[src/rtl/rv32_cpu_pkg.sv]
`default_nettype none
// ============================================================================
// Module      : rv32_cpu_pkg
// Description : Shared co-processor slot indices, scheduler state encoding and
//               the timeout counter width helper.
// Revision    : 1.0
// ============================================================================
package rv32_cpu_pkg;

    localparam int CP_SHIFT = 0;
    localparam int CP_MUL   = 1;
    localparam int CP_DIV   = 2;

    localparam int STATE_W  = 3;

    typedef enum logic [STATE_W-1:0] {
        ST_IDLE  = 3'd0,
        ST_START = 3'd1,
        ST_WAIT  = 3'd2,
        ST_DONE  = 3'd3,
        ST_ERR   = 3'd4
    } cp_state_e;

    // Counter only needs to hold TIMEOUT-1.
    function automatic int cnt_width(input int timeout);
        return (timeout <= 2) ? 1 : $clog2(timeout);
    endfunction

endpackage
`default_nettype wire

[src/rtl/rv32_cpu_cp_sched.sv]
`default_nettype none
// ============================================================================
// Module      : rv32_cpu_cp_sched
// Description : Single-outstanding request sequencer between CPU control and
//               the ALU co-processor slots, with timeout and trap abort.
// Revision    : 1.0
// ============================================================================
module rv32_cpu_cp_sched
    import rv32_cpu_pkg::*;
#(
    parameter int                XLEN       = 32,
    parameter int                NUM_CP     = 5,
    parameter logic [NUM_CP-1:0] CP_EN_MASK = 5'b00111,
    parameter int                TIMEOUT    = 64
) (
    input  logic                   i_clk,
    input  logic                   i_rst,
    input  logic                   i_trap,
    input  logic                   i_req_valid,
    output logic                   o_req_ready,
    input  logic [2:0]             i_req_sel,
    input  logic [2:0]             i_req_funct3,
    input  logic [XLEN-1:0]        i_req_rs1,
    input  logic [XLEN-1:0]        i_req_rs2,
    output logic [NUM_CP-1:0]      o_cp_start,
    output logic [2:0]             o_cp_funct3,
    output logic [XLEN-1:0]        o_cp_rs1,
    output logic [XLEN-1:0]        o_cp_rs2,
    input  logic [NUM_CP-1:0]      i_cp_valid,
    input  logic [NUM_CP*XLEN-1:0] i_cp_res,
    output logic                   o_done,
    output logic                   o_err,
    output logic [XLEN-1:0]        o_res,
    output logic                   o_busy
);

    localparam int CNT_W = cnt_width(TIMEOUT);

    cp_state_e         r_state;
    cp_state_e         w_state_nxt;
    logic [2:0]        r_sel;
    logic [2:0]        r_funct3;
    logic [XLEN-1:0]   r_rs1;
    logic [XLEN-1:0]   r_rs2;
    logic              r_bad;
    logic [CNT_W-1:0]  r_cnt;
    logic [XLEN-1:0]   r_res;
    logic              w_accept;
    logic              w_sel_ok;
    logic              w_hit;
    logic [XLEN-1:0]   w_sel_res;

    assign w_accept  = i_req_valid && (r_state == ST_IDLE);
    assign w_hit     = i_cp_valid[r_sel];
    assign w_sel_res = i_cp_res[int'(r_sel)*XLEN +: XLEN];

    // Slot indices beyond NUM_CP never match, so they are treated as disabled.
    always_comb begin
        w_sel_ok = 1'b0;
        for (int i = 0; i < NUM_CP; i++) begin
            if (i_req_sel == i[2:0] && CP_EN_MASK[i]) begin
                w_sel_ok = 1'b1;
            end
        end
    end

    always_ff @(posedge i_clk) begin
        if (i_rst) begin
            r_state <= ST_IDLE;
        end else begin
            r_state <= w_state_nxt;
        end
    end

    // Disabled slots still pass through START (without a pulse) before ERR.
    always_comb begin
        w_state_nxt = r_state;
        case (r_state)
            ST_IDLE: begin
                if (w_accept && !i_trap) w_state_nxt = ST_START;
            end
            ST_START: begin
                if (i_trap)      w_state_nxt = ST_IDLE;
                else if (r_bad)  w_state_nxt = ST_ERR;
                else             w_state_nxt = ST_WAIT;
            end
            ST_WAIT: begin
                if (i_trap)               w_state_nxt = ST_IDLE;
                else if (w_hit)           w_state_nxt = ST_DONE;
                else if (r_cnt == '0)     w_state_nxt = ST_ERR;
            end
            default: w_state_nxt = ST_IDLE;
        endcase
    end

    always_ff @(posedge i_clk) begin
        if (i_rst) begin
            r_sel    <= '0;
            r_funct3 <= '0;
            r_rs1    <= '0;
            r_rs2    <= '0;
            r_bad    <= 1'b0;
            r_cnt    <= '0;
            r_res    <= '0;
        end else begin
            if (w_accept) begin
                r_sel    <= i_req_sel;
                r_funct3 <= i_req_funct3;
                r_rs1    <= i_req_rs1;
                r_rs2    <= i_req_rs2;
                r_bad    <= !w_sel_ok;
            end
            if (r_state == ST_START) begin
                r_cnt <= CNT_W'(TIMEOUT - 1);
            end else if (r_state == ST_WAIT) begin
                r_cnt <= r_cnt - 1'b1;
            end
            if (w_state_nxt == ST_DONE) begin
                r_res <= w_sel_res;
            end else if (w_state_nxt == ST_ERR) begin
                r_res <= '0;
            end
        end
    end

    assign o_req_ready = (r_state == ST_IDLE);
    assign o_busy      = (r_state != ST_IDLE);
    assign o_done      = (r_state == ST_DONE) || (r_state == ST_ERR);
    assign o_err       = (r_state == ST_ERR);
    assign o_res       = r_res;
    assign o_cp_funct3 = r_funct3;
    assign o_cp_rs1    = r_rs1;
    assign o_cp_rs2    = r_rs2;
    assign o_cp_start  = (r_state == ST_START && !r_bad && !i_trap && !i_rst)
                       ? ({{(NUM_CP-1){1'b0}}, 1'b1} << r_sel) : '0;

endmodule
`default_nettype wire

[config.mk]
export PLATFORM = sky130hd
export DESIGN_NAME = rv32_cpu_cp_sched
export DESIGN_NICKNAME = d
export VERILOG_FILES = /design/src/rtl/rv32_cpu_pkg.sv /design/src/rtl/rv32_cpu_cp_sched.sv
export SDC_FILE = /design/constraint.sdc
export NUM_CORES = 1
export LEC_CHECK = 0
export BUFFER_PORTS_ARGS = -buffer_cell sky130_fd_sc_hd__clkbuf_2
export CORE_AREA = 2 2 133 135
export DETAILED_ROUTE_END_ITERATION = 7
export DIE_AREA = 0 0 135 137
export GPL_ROUTABILITY_DRIVEN = 0
export HOLD_SLACK_MARGIN = 0.03
export PLACE_DENSITY_LB_ADDON = 0.15
export SYNTH_ARGS = -nofsm -noshare
export SYNTH_HDL_FRONTEND = slang
export SYNTH_SLANG_ARGS = --single-unit
[constraint.sdc]
create_clock -name i_clk -period 2.5 [get_ports i_clk]
set_input_delay 0.375 -clock i_clk [delete_from_list [all_inputs] [get_ports i_clk]]
set_output_delay 0.375 -clock i_clk [all_outputs]
set_load 0.05 [all_outputs]
# After elaboration in Yosys (flattened, before gate mapping)
# Index checks and enable logic that the tools add are counted.
# word_totals
ff_bits	112
elab_cells	53
# classes
n_addsub	1
magnitude_cmp	1
n_eq_ne	8
shifts	2
n_mux	17
reduce_logical	16
# ops
cell	n
160-bit by 9-bit variable part select with 32-bit output	1
32-bit two-way mux	2
3-bit two-way mux	6
3-bit by 2-bit == test with 1-bit output (second input constant)	4
6-bit two-way mux	2
3-bit one-hot mux with 3 select lines	1
3-bit by 1-bit == test with 1-bit output (second input constant)	2
3-bit == test (second input constant)	2
3-bit logical NOT	2
6-bit logical NOT	1
6-bit by 1-bit subtractor with 6-bit output (second input constant)	1
1-bit logical AND	5
5-bit two-way mux	1
1-bit by 3-bit left shift with 5-bit output (first input constant)	1
1-bit logical NOT	4
3-bit by 4-bit less-than comparator with 1-bit output (second input constant)	1
1-bit two-way mux	4
2-bit nonzero test	2
1-bit binary-select mux with 3-bit select	1
3-bit nonzero test	1
1-bit logical OR	1

# Longest topological paths before layout
# logic_depth
word_depth	8
ltp_mapped	7

# Worst setup path after synthesis
# OpenSTA, ideal clock, no wires.
# synth_timing
path_kind	register -> output
startpoint	register r_sel[0]
endpoint	output port o_cp_start[1]
t_arrival_ps	2675
required_time_ps	2125
setup_slack_ps	-550
stages_incl_launch_ff	6
path_cell_list	dfxtp_1 -> buf_2 -> clkinv_1 -> clkbuf_1 -> clkbuf_1 -> nor4_1
# synth_between
elab_chain_len	2
# synth_rtl
item	line_no	source
from (decl)	rv32_cpu_cp_sched.sv:41	logic [2:0] r_sel;
from (signal assigned)	rv32_cpu_cp_sched.sv:107	r_sel <= i_req_sel;
1-bit by 3-bit left shift with 5-bit output	rv32_cpu_cp_sched.sv:135	? ({{(NUM_CP-1){1'b0}}, 1'b1} << r_sel) : '0;
5-bit two-way mux	rv32_cpu_cp_sched.sv:135	
to (decl)	rv32_cpu_cp_sched.sv:25	output logic [NUM_CP-1:0] o_cp_start,
# Every way passes these cells.

# Worst setup path in the final report
# Ends and elaborated chain as after synthesis.

==> impl_results.md <==
- Status: finished, final reports clean
- Core Box Area: 0.0171 mm^2
- Worst Path Max Fanout: 13
- Met1 global-route usage: 23.5%
- First-pass GRT wire length: 29300 um
- Clock buffer depth: 2
- Fillers: 1714
- Syn Std Cell Area: 0.00564 mm^2
- Worst Skew: 6.85 ps
- Cell total after placement: 1208
- Initial antenna violation count: 0
- DRC violation count after routing: 0
- First drt pass iteration count: 4
- CTS root buf: clkbuf_16
- Layout cell share with drive strength beyond 1: 45.1%
- Largest net degree at the start of global routing: 83
- Worst EP required: 2120 ps
- Fin. Hold Viols: 0
- Unique masters post-synth: 49
- DR WL/cell: 16.0 um
- CP endpoint kind: primary output
- Minimum clock period: 2260 ps
- Crit path max-delay family: flip-flops
- Mapped Avg Cell Area: 8.38 um^2
- Worst-margin pin slew: 908 ps
- EDFF count, synth: 0
- VDD IR-drop max: 0.334 mV
- Leak Pwr: 3.62 nW
- Final WL: 19600 um
- Initial Utilization: 33.1%
- Total power: 4.33 mW
- CP Class: flip-flop to primary output
- Leading area contributor after synthesis: dfxtp_1
- TNS Setup: 0 ps
- Die Y: 137 um
- Layer with the highest usage: met2
- Port Buf Inserts: 346
- Sw frac: 32.1%
- Worst slew margin: 39.5%
- Top cells by area, synth: dfxtp_1 (40%), nand2_1 (11%), a21oi_1 (8.9%)
- CP max-delay cell: dfxtp_1
- Synth Instances: 673
- Yosys reg bits: 112
- Post_cts resized: 0
- Synth async-reset ratio: 0%
- CTS tree: done
- Full die area: 0.0185 mm^2
- Primary FF master, synth: dfxtp_1
- Layout Cells excl Fill: 1223
- Drt via density: 4.88
- Worst-Skew Late Latency: 350 ps
- Synth warn: 0
- Seq/Total Area, Yosys: 39.8%
- Post-CTS setup buffers: 0
- Global route overflow: 0
- Cell Rows: 48
- Antenna Diode Count: 0
- Most frequent cell after synthesis: nand2_1
- Sw power: 1.39 mW
- Worst EP arrival: 1880 ps
- Met3 GRT Util: 6.63%
- Die width: 135 um
- Max frequency: 443 MHz
- Fin util: 46.1%
- Top cells by count, synth: nand2_1 (170), dfxtp_1 (112), a21oi_1 (100)
- Detailed placer's ending HPWL: 14900 um
- Vias in the first global route: 5605
- Crit-path cells: clkinv_1 > nor4_2 > buf_12
- Seq pwr share: 44.4%
- ANT nets after route: 0
- Worst Path Buf+Inv: 2
- Syn Nets: 913
- Final setup violation count: 0
- Worst Hold Class: input pin to flip-flop
- GRT Total Usage: 20.2%
- CTS Buf Count: 9
- Critical path's largest stage delay: 630 ps
- Register Area: 0.00225 mm^2
- Multi-input gate area: 0.00310 mm^2
- Met2 Track Usage GR: 34.8%
- Logic pwr share: 24.0%
- Fin crit share: 90.3%
- Max-slew violation count: 0
- Nets: 1234
- MaxCap Viol Count: 0
- Area Growth Syn to Fin: 39.3%
- Reg clk slew, reported paths: 80 ps
- Yosys top cell area share: 39.8%
- CTS sink cnt: 112
- PwrDens: 550 mW/mm^2
- # IOs: 347
- RSZ-0062 raised after global routing: false
- Int Pwr: 2.94 mW
- First-iteration detailed-routing DRC count: 237
- Cts hold-fix bufs: 0
- Power share of the clock group: 31.5%
- Vias: 5970
- H-tree depth: 3
- Crit start category: flip-flop
==> tightest hold or removal path, delay by kind of cell <==
kind                   cells  cell delay (ps)
AOI/OAI and AO/OA          1               50
buffers and inverters      1               80
and+or+nand+nor            1               40
==> cells in the final DEF, fill, tap and decap left out, drive strengths merged, types with 7 or more instances in the layout <==
master | Yosys | layout
a21oi | 101 | 101
a221oi | 8 | 8
buf | 29 | 24
clkbuf | 30 | 355
dfxtp | 112 | 112
inv | 5 | 7
mux2 | 23 | 23
mux2i | 33 | 33
nand2 | 171 | 171
nand3 | 11 | 11
nor2 | 17 | 17
nor3 | 7 | 7
o221a | 16 | 16
o22ai | 27 | 27
o2bb2ai | 22 | 22
or3 | 10 | 10
==> power by group through the flow <==
stage | combinational [mW] | clock (mW) | sequential [mW]
2_1_floorplan | 0.447 | 0 | 2.19
3_3_place_gp | 1.04 | 0 | 1.96
3_5_place_dp | 1.05 | 0 | 1.96
4_1_cts | 1.05 | 1.42 | 1.92
5_1_grt | 1.13 | 1.49 | 1.93
6_report | 1.04 | 1.36 | 1.92
==> per-layer routing <==
metal,wire length (um),vias to the layer above
met4,487,0
li1,-,3039
met5,0,-
met2,9370,240
met3,1820,28
met1,7950,2663
==> stage by stage <==
stage	hold WS, ps	instance area (um^2)	setup WS, ps
floorplan	470	5650	-413
global route	235	7860	84.2
global placement	441	7590	515
finish	238	7860	243
CTS	218	7860	163
detailed placement	445	7590	500
==> cell type report <==
cell class                      instances  share of cell area [%]
Clock buffer                           10                    2.91
Clock inverter                          5                   0.541
Inverter                                7                   0.334
Multi-Input combinational cell        495                    39.5
Sequential cell                       112                    28.6
Tap cell                              225                    3.58
Timing Repair Buffer                  369                    24.6
==> flip-flops by register name (all words and copies together), names as in the netlist <==
signal,flops
o_cp_funct3,3
r_sel,3
r_bad,1
o_cp_rs1,32
r_cnt,6
o_res,32
r_state,3
o_cp_rs2,32
==> path summary, 6_finish.rpt <==
check	end	slack [ps]	startpoint	depth (start not counted)
max	o_cp_start[1]	240	r_sel[0]	3
min	o_cp_rs1[9]	240	i_req_rs1[9]	3
max reg2reg	o_res[29]	510	r_cnt[0]	7
min reg2reg	o_cp_rs2[14]	450	o_cp_rs2[14]	2
==> logic make-up after synthesis <==
group / after synthesis / share of synthesized area (%)
adder cells (fa/ha/maj): 1 / 0.222
AND/OR/NAND/NOR: 238 / 18.5
buffers and inverters: 66 / 5.61
flip-flops: 112 / 39.8
multiplexers: 56 / 10.5
XOR/XNOR: 2 / 0.311
AO/OA/AOI/OAI: 198 / 25.1
Power figures use the tool's default switching activity.
